===== src/rtl/router_pkg.sv =====
// Shared types and constants for the router output-port receiver.
package router_pkg;

  typedef enum logic {
    StIdle,
    StRecv
  } rx_state_e;

  localparam int unsigned DEFAULT_DATA_W = 8;

  // Frame and valid strobes from the output port are active-low.
  localparam logic ASSERTED_N = 1'b0;

  function automatic logic is_asserted(input logic strobe_n);
    return strobe_n == ASSERTED_N;
  endfunction

endpackage


===== src/rtl/rx_hold_reg.sv =====
// One-entry valid/ready holding register; drops and flags a byte offered while full.
module rx_hold_reg
  import router_pkg::*;
#(
  parameter int unsigned DATA_W = DEFAULT_DATA_W
) (
  input  logic              clock,
  input  logic              reset,
  input  logic              in_valid,
  input  logic [DATA_W-1:0] in_data,
  input  logic              in_last,
  input  logic              in_err,
  output logic              out_valid,
  output logic [DATA_W-1:0] out_data,
  output logic              out_last,
  output logic              out_err,
  input  logic              out_ready,
  output logic              overflow
);

  logic              valid_q, valid_d;
  logic [DATA_W-1:0] data_q, data_d;
  logic              last_q, last_d;
  logic              err_q, err_d;
  logic              overflow_q, overflow_d;
  logic              load;

  always_comb begin
    valid_d    = valid_q;
    data_d     = data_q;
    last_d     = last_q;
    err_d      = err_q;
    overflow_d = overflow_q;
    // A drain and a load in the same cycle keep the register full with no bubble.
    load       = in_valid && (!valid_q || out_ready);
    if (load) begin
      valid_d = 1'b1;
      data_d  = in_data;
      last_d  = in_last;
      err_d   = in_err;
    end else if (out_ready) begin
      valid_d = 1'b0;
    end
    if (in_valid && !load) begin
      overflow_d = 1'b1;
    end
  end

  always_ff @(posedge clock) begin
    if (reset) begin
      valid_q    <= 1'b0;
      data_q     <= '0;
      last_q     <= 1'b0;
      err_q      <= 1'b0;
      overflow_q <= 1'b0;
    end else begin
      valid_q    <= valid_d;
      data_q     <= data_d;
      last_q     <= last_d;
      err_q      <= err_d;
      overflow_q <= overflow_d;
    end
  end

  assign out_valid = valid_q;
  assign out_data  = data_q;
  assign out_last  = last_q;
  assign out_err   = err_q;
  assign overflow  = overflow_q;

endmodule


===== src/rtl/router_port_rx.sv =====
// Serial receiver for one router output port: packs LSB-first payload bits into bytes.
module router_port_rx
  import router_pkg::*;
#(
  parameter int unsigned DATA_W = DEFAULT_DATA_W,
  parameter int unsigned LEN_W  = 16
) (
  input  logic              clock,
  input  logic              reset,
  input  logic              frame_n,
  input  logic              valid_n,
  input  logic              din,
  output logic [DATA_W-1:0] byte_data,
  output logic              byte_valid,
  input  logic              byte_ready,
  output logic              byte_last,
  output logic              byte_err,
  output logic              pkt_done,
  output logic [LEN_W-1:0]  pkt_len,
  output logic              overflow
);

  localparam int unsigned CNT_W = (DATA_W > 1) ? $clog2(DATA_W) : 1;
  localparam logic [CNT_W-1:0] CNT_MAX = CNT_W'(DATA_W - 1);

  rx_state_e         state_q, state_d;
  logic [CNT_W-1:0]  bit_cnt_q, bit_cnt_d;
  logic [DATA_W-1:0] shift_q, shift_d;
  logic [LEN_W-1:0]  len_q, len_d;
  logic              pkt_done_q;
  logic [LEN_W-1:0]  pkt_len_q;

  logic              sample;
  logic              last;
  logic              word_full;
  logic              partial;
  logic [CNT_W-1:0]  cnt_after;
  logic [DATA_W-1:0] assembled;
  logic              emit_valid;
  logic              emit_err;
  logic [LEN_W-1:0]  len_emit;

  function automatic logic [LEN_W-1:0] sat_inc(input logic [LEN_W-1:0] v);
    return (v == '1) ? v : v + LEN_W'(1);
  endfunction

  always_comb begin
    state_d = state_q;
    sample  = 1'b0;
    last    = 1'b0;
    unique case (state_q)
      StIdle: begin
        if (is_asserted(frame_n)) begin
          state_d = StRecv;
          sample  = is_asserted(valid_n);
        end
      end
      StRecv: begin
        sample = is_asserted(valid_n);
        if (!is_asserted(frame_n)) begin
          last    = 1'b1;
          state_d = StIdle;
        end
      end
      default: state_d = StIdle;
    endcase
  end

  always_comb begin
    assembled = shift_q;
    cnt_after = bit_cnt_q;
    word_full = sample && (bit_cnt_q == CNT_MAX);
    if (sample) begin
      assembled[bit_cnt_q] = din;
      cnt_after            = word_full ? '0 : bit_cnt_q + CNT_W'(1);
    end
    // Leftover bits at end of frame become a zero-padded partial byte.
    partial    = last && (cnt_after != '0);
    emit_valid = word_full || partial;
    emit_err   = partial;
    len_emit   = emit_valid ? sat_inc(len_q) : len_q;

    if (last) begin
      bit_cnt_d = '0;
      shift_d   = '0;
      len_d     = '0;
    end else begin
      bit_cnt_d = cnt_after;
      shift_d   = word_full ? '0 : assembled;
      len_d     = len_emit;
    end
  end

  always_ff @(posedge clock) begin
    if (reset) begin
      state_q    <= StIdle;
      bit_cnt_q  <= '0;
      shift_q    <= '0;
      len_q      <= '0;
      pkt_done_q <= 1'b0;
      pkt_len_q  <= '0;
    end else begin
      state_q    <= state_d;
      bit_cnt_q  <= bit_cnt_d;
      shift_q    <= shift_d;
      len_q      <= len_d;
      // Registered so the pulse lines up with the final byte appearing.
      pkt_done_q <= last;
      if (last) begin
        pkt_len_q <= len_emit;
      end
    end
  end

  assign pkt_done = pkt_done_q;
  assign pkt_len  = pkt_len_q;

  rx_hold_reg #(
    .DATA_W(DATA_W)
  ) u_hold (
    .clock    (clock),
    .reset    (reset),
    .in_valid (emit_valid),
    .in_data  (assembled),
    .in_last  (last),
    .in_err   (emit_err),
    .out_valid(byte_valid),
    .out_data (byte_data),
    .out_last (byte_last),
    .out_err  (byte_err),
    .out_ready(byte_ready),
    .overflow (overflow)
  );

endmodule


===== config.mk =====
export PLATFORM = sky130hd
export DESIGN_NAME = router_port_rx
export DESIGN_NICKNAME = d
export VERILOG_FILES = /design/src/rtl/router_pkg.sv /design/src/rtl/rx_hold_reg.sv /design/src/rtl/router_port_rx.sv
export SDC_FILE = /design/constraint.sdc
export NUM_CORES = 1
export LEC_CHECK = 0
export CORE_ASPECT_RATIO = 1.5
export CORE_UTILIZATION = 40
export DETAILED_ROUTE_END_ITERATION = 6
export DONT_BUFFER_PORTS = 1
export RECOVER_POWER = 100
export SLEW_MARGIN = 0
export SYNTH_ARGS = -nofsm -noshare
export SYNTH_HDL_FRONTEND = slang
export SYNTH_SLANG_ARGS = --single-unit
export TNS_END_PERCENT = 10

===== constraint.sdc =====
create_clock -name clock -period 5.6 [get_ports clock]
set_clock_uncertainty 0.05 [all_clocks]
set_input_delay 0.56 -clock clock [delete_from_list [all_inputs] [get_ports clock]]
set_output_delay 0.56 -clock clock [all_outputs]
set_load 0.05 [all_outputs]

=== After elaboration in Yosys (flattened, before gate mapping) ===
Cells that the tools add are included.

* Mux-type cells: 15
* Magnitude comparators: 2
* Reductions and logical operators: 13
* Add/sub/neg operators: 2
* Equal/unequal tests: 2
* Bitwise gates (word level): 2

{| class="wikitable"
|+ Operators by type and width
! cell !! number
|-
| two-way mux 16 bit || 2
|-
| adder 16 x 1 -> 16 bit, second input constant || 1
|-
| == test 16 bit, second input constant || 1
|-
| bitwise mux 8 bit || 1
|-
| two-way mux 8 bit || 1
|-
| two-way mux 1 bit || 7
|-
| two-way mux 3 bit || 2
|-
| logical AND 1 bit || 5
|-
| less-than comparator 3 x 4 -> 1 bit, second input constant || 1
|-
| adder 3 x 1 -> 3 bit, second input constant || 1
|-
| demux 1 bit (select 3 bit) || 1
|-
| == test 3 bit, second input constant || 1
|-
| greater-or-equal comparator 3 x 1 -> 1 bit, second input constant || 1
|-
| nonzero test 3 bit || 1
|-
| OR reduction 3 bit || 1
|-
| zero test 1 bit || 2
|-
| logical OR 1 bit || 2
|-
| inverter 1 bit || 2
|-
| case mux 1 bit (2 select lines) || 1
|-
| nonzero test 2 bit || 1
|-
| OR reduction 2 bit || 1
|}

* Output and inout port bits: 29
* Register bits after elaboration: 57

=== Logic depth before layout (Yosys ltp) ===
* Word-level depth: 12
* Gate-level depth with buffers: 8
* Gate-level depth less buffers: 7

=== Hierarchy ===
From an unflattened synthesis, not the netlist that was laid out.

* Cells, all modules: 305
* Area, all modules: 2,837.7 µm²

{| class="wikitable"
|+ By module, submodules not included
! module !! cells each !! area an instance (µm²) !! times used !! seq. area each (µm²)
|-
| router_port_rx || 254 || 2,301.0 || 1 || 900.9
|-
| rx_hold_reg || 51 || 536.8 || 1 || 240.2
|}

=== Worst setup path after synthesis ===
Ideal clock, no wire load.

* Kind: register to register
* From: register bit_cnt_q[1]
* To: register pkt_len_q[1], in the netlist pkt_len[1]
* Clock period less this slack: 2,473 ps
* Path buffers: 1
* Cell stages (with the launch flop): 9
* Arrival time: 2,291 ps
* Setup slack: 3,127 ps
* Cell sequence: dfxtp_1 > ha_1 > ha_1 > or4b_1 > or3_1 > nand3_1 > buf_4 > mux2i_1 > a21oi_1

* Longest elaborated chain between the ends: 8
* Elaborated cells between the ends (all ways): 9

{| class="wikitable"
|+ Ends and longest elaborated chain
! item !! RTL line !! text
|-
| start, declared || router_port_rx.sv:27 || <nowiki>logic [CNT_W-1:0] bit_cnt_q, bit_cnt_d;</nowiki>
|-
| start signal, assigned || router_port_rx.sv:104 || <nowiki>bit_cnt_q <= bit_cnt_d;</nowiki>
|-
| branches (longest 6 deep; another with adder 3 x 1 -> 3 bit) || -- ||
|-
| logical OR 1 bit * || router_port_rx.sv:79 || <nowiki>emit_valid = word_full || partial;</nowiki>
|-
| two-way mux 16 bit * || router_port_rx.sv:81 || <nowiki>len_emit = emit_valid ? sat_inc(len_q) : len_q;</nowiki>
|-
| end signal, assigned || router_port_rx.sv:110 || <nowiki>pkt_len_q <= len_emit;</nowiki>
|-
| end, declared || router_port_rx.sv:31 || <nowiki>logic [LEN_W-1:0] pkt_len_q;</nowiki>
|}

Every way passes the cells marked *.
A chain may end at the register's enable or synchronous reset.

=== Worst setup path after layout ===
* From: register bit_cnt_q[0]
* To: register u_hold.last_q, in the netlist u_hold.out_last

* Longest elaborated chain between the ends: 8
* Elaborated cells between the ends (all ways): 9

{| class="wikitable"
|+ Ends and longest elaborated chain
! item !! RTL line !! text
|-
| branches (longest 6 deep; another with adder 3 x 1 -> 3 bit) || -- ||
|-
| logical OR 1 bit * || router_port_rx.sv:79 ||
|-
| logical AND 1 bit * || rx_hold_reg.sv:35 || <nowiki>load = in_valid && (!valid_q || out_ready);</nowiki>
|-
| end signal, assigned || rx_hold_reg.sv:59 || <nowiki>last_q <= last_d;</nowiki>
|-
| end, declared || rx_hold_reg.sv:23 || <nowiki>logic last_q, last_d;</nowiki>
|}

Marks and branches as above.

==> results.py <==
metrics = {
    "global_routing": {
        "global_route_wire_length_before_repair_mm": 9.16,
        "first_global_vias": 1922,
        "grt_antenna_before_repair": 0,
        "grt_max_degree": 33,
        "groute.usage.overall_pct": 19.0,
        "grt.overflow.total": 0,
    },
    "sta": {
        "slew_violations": 18,
        "worst_pin_slew_ps": 1760,
        "clock.fmax_mhz": 281,
        "min_period_over_period_pct": 63.6,
        "finalHoldViolCount": 0,
        "finalCriticalPeriod_ps": 3560,
        "timing.slew.headroom_pct": -18.3,
        "setup_ws_ps": 2040,
        "grt_setup_unrepaired": "false",
        "finalSetupViolCount": 0,
        "totalNegativeSetupSlack_ps": 0,
    },
    "route": {
        "postRouteAntennaNets": 0,
        "drt-initial-drc-count": 105,
        "via_count": 1973,
        "average_vias_per_placed_instance": 5.69,
        "met3_length_um": 341,
        "met2WireLength_mm": 2.83,
        "drc": 0,
        "route.final.wire_length_mm": 5.53,
        "drt-pass1-iter-count": 4,
        "avgRoutedWirePerCell_um": 15.9,
        "highest-signal-layer": "met4",
        "routedLengthMet1_mm": 2.27,
    },
    "clocking": {
        "cts_made_buffers": 9,
        "clkSinkCount": 57,
        "clk_pin_slew_ps": 60,
        "cts-hold-fix-buffers": 0,
        "cts.repair_timing.setup_buffer_count": 0,
        "insertion_delay_ps": 350,
        "number_of_buffers_between_clock_root_and_the_deepest_sink": 2,
        "cts_htree_levels": 3,
        "cts_resized": 0,
        "clk_root_buffer_cell": "sky130_fd_sc_hd__clkbuf_8",
        "cts_tree": "built",
    },
    "flow_run": {
        "cap_viol_max_count": 1,
    },
    "floorplan": {
        "die_h_um": 97.7,
        "rows": 34,
        "coreArea_um2": 5830,
        "boundaryPins": 35,
        "initial_core_utilization_pct": 41.9,
        "die_area_um2": 6420,
        "die_width_um": 65.8,
    },
    "cells_and_area": {
        "final_net_count": 279,
        "stdcell_count": 347,
        "antenna-diode-count": 0,
        "final_design_instance_area_without_fill_um2": 2650,
        "post_synthesis_to_final_layout_area_growth_pct": 8.41,
        "drive_above_1_share_pct": 7.27,
    },
    "setup_path": {
        "crit_path_max_fanout": 17,
        "critical_path_required_ps": 5780,
        "arrival_ps": 3740,
        "worst_setup_path_end_kind": "flop",
        "startpoint_type": "flop",
        "criticalPathCategory": "reg -> reg",
    },
    "logic_synthesis": {
        "synthCells": 273,
        "yosys-top-cells-area": "sky130_fd_sc_hd__dfxtp_1, sky130_fd_sc_hd__mux2i_1, sky130_fd_sc_hd__nor2_1",
        "ys_seq_elements": 57,
        "synthesis.nets": 282,
        "synth-seq-area-share_pct": 46.8,
        "synth_top_area_share_pct": 46.8,
        "synth_largest_area_cell": "sky130_fd_sc_hd__dfxtp_1",
        "synthesis.yosys.warnings": 0,
        "post_synth_num_cell_types": 43,
        "mappedNetlistArea_um2": 2440,
        "postSynthAreaPerCell_um2": 8.94,
    },
    "place": {
        "detailed_place_hpwl_mm": 3.88,
        "detailed_place.area_um2": 2470,
        "dp_worst_setup_slack_ps": 2750,
        "placement.io_buffers": 0,
        "gp_routability_congestion": 0.834,
        "placedCellCount": 331,
    },
    "power": {
        "power.density_nw_per_um2": 339,
        "power.total_mw": 0.897,
        "worst_supply_voltage_drop_on_vdd_mv": 0.189,
        "power.static_leakage_nw": 0.881,
    },
    "run_status": {
        "violations_in_the_final_reports": "capacitance limit, slew limit",
        "status": "finished with violations",
    },
    "hold_path": {
        "min_path_type": "in -> reg",
    },
}
==> metal layers <==
| metal | vias to the layer above | GRT usage (%) |
|---|---|---|
| met5 | - | 0 |
| met3 | 8 | 7.39 |
| li1 | 989 | - |
| met4 | 0 | 8.70 |
| met1 | 923 | 20.1 |
| met2 | 53 | 32.1 |
==> cell type report <==
type	count	area, um^2
sequential	57	1140
inverter	5	18.8
tap	72	90.1
fill	563	3180
multi-input combinational	197	1180
clock buffer	12	165
clock inverter	4	50.0
==> logic make-up after synthesis <==
kind of cell,count (synthesis),synth area share (%)
flops,57,46.8
compound gates,68,16.6
xor+xnor,4,1.44
simple gates,108,24.7
mux,14,5.74
fa+ha+maj,3,1.54
buf+inv,19,3.23
==> cell usage after synthesis <==
cell                        count
sky130_fd_sc_hd__a31o_2         1
sky130_fd_sc_hd__nand4b_1       2
sky130_fd_sc_hd__o21ai_0       21
sky130_fd_sc_hd__o31ai_1        1
sky130_fd_sc_hd__and2_1         1
sky130_fd_sc_hd__nor4b_2        1
sky130_fd_sc_hd__nand3_1        9
sky130_fd_sc_hd__and4_1         1
sky130_fd_sc_hd__or4b_1         1
sky130_fd_sc_hd__buf_4          2
sky130_fd_sc_hd__nor4b_1        3
sky130_fd_sc_hd__mux2i_1       14
sky130_fd_sc_hd__a21o_1         1
sky130_fd_sc_hd__xnor2_1        2
sky130_fd_sc_hd__nor2b_1        2
sky130_fd_sc_hd__dfxtp_1       57
sky130_fd_sc_hd__nor4_1         2
sky130_fd_sc_hd__and3_1         2
sky130_fd_sc_hd__inv_1          5
sky130_fd_sc_hd__or3b_1         1
sky130_fd_sc_hd__nand2b_1       3
sky130_fd_sc_hd__o21ai_1        1
sky130_fd_sc_hd__or3_1          9
sky130_fd_sc_hd__or2_2          2
sky130_fd_sc_hd__a211oi_1      10
sky130_fd_sc_hd__nor3_4         2
sky130_fd_sc_hd__nand4_1        8
sky130_fd_sc_hd__nor2_1        35
sky130_fd_sc_hd__o21a_1         1
sky130_fd_sc_hd__nor3_1         4
sky130_fd_sc_hd__a2111o_1       1
sky130_fd_sc_hd__o2111ai_1      2
sky130_fd_sc_hd__a21oi_1       20
sky130_fd_sc_hd__nor3b_1        1
sky130_fd_sc_hd__o41ai_1        1
sky130_fd_sc_hd__or4_1          1
sky130_fd_sc_hd__ha_1           3
sky130_fd_sc_hd__nor3_2         1
sky130_fd_sc_hd__nand2_1       15
sky130_fd_sc_hd__clkbuf_1      12
sky130_fd_sc_hd__xor2_1         2
sky130_fd_sc_hd__a31oi_1        8
sky130_fd_sc_hd__nor4_2         2
==> worst max-delay path: stages (launching register included) <==
cell                      delay (ps)
sky130_fd_sc_hd__dfxtp_1         540
sky130_fd_sc_hd__ha_1            210
sky130_fd_sc_hd__ha_1            230
sky130_fd_sc_hd__or3b_1          420
sky130_fd_sc_hd__a21o_1          270
sky130_fd_sc_hd__nor3_1         1380
sky130_fd_sc_hd__mux2i_1         300
sky130_fd_sc_hd__nor2_1           60
==> placed cells by master (no fill, tap or decap), drive strengths merged, types with 2 or more instances in the layout <==
master    Yosys  layout
mux2i        14      14
o21ai        22      22
nand4         8       8
nand2        15      15
dfxtp        57      57
inv           5       5
nor4b         4       4
a31oi         8       8
nor4          4       4
a211oi       10      10
and3          2       2
or2           2       2
clkinvlp      0       2
xor2          2       2
nor2b         2       2
ha            3       3
nand2b        3       3
a21oi        20      20
nand3         9       9
or3           9       9
clkbuf       12      12
nand4b        2       2
nor3          7       7
nor2         35      35
xnor2         2       2
o2111ai       2       2
==> registers in the layout (all words and copies together), names as in the netlist, 3 cells and up <==
signal,flops
bit_cnt_q,3
pkt_len,16
len_q,16
shift_q,8
u_hold.out_data,8
==> power breakdown <==
| part | internal (mW) | switching (mW) |
|---|---|---|
| Sequential | 0.416 | 0.0362 |
| Clock | 0.241 | 0.168 |
| Combinational | 0.0119 | 0.0244 |
| Total | 0.668 | 0.228 |
==> worst paths after layout <==
check,startpoint,end,slack [ps],cells past startpoint
min,reset,state_q,220,1
max,bit_cnt_q[0],u_hold.out_last,2040,7
max reg2reg,bit_cnt_q[0],u_hold.out_last,2040,7
min reg2reg,shift_q[2],shift_q[2],440,2
==> metrics by stage <==
stage / util (%) / hold slack [ps]
floorplan: - / 406
global placement: 42.4 / 426
detailed placement: 42.4 / 432
CTS: 46.1 / 211
global route: 45.4 / 212
finish: 45.4 / 224
Note: power is estimated with default switching activity, not from simulation.
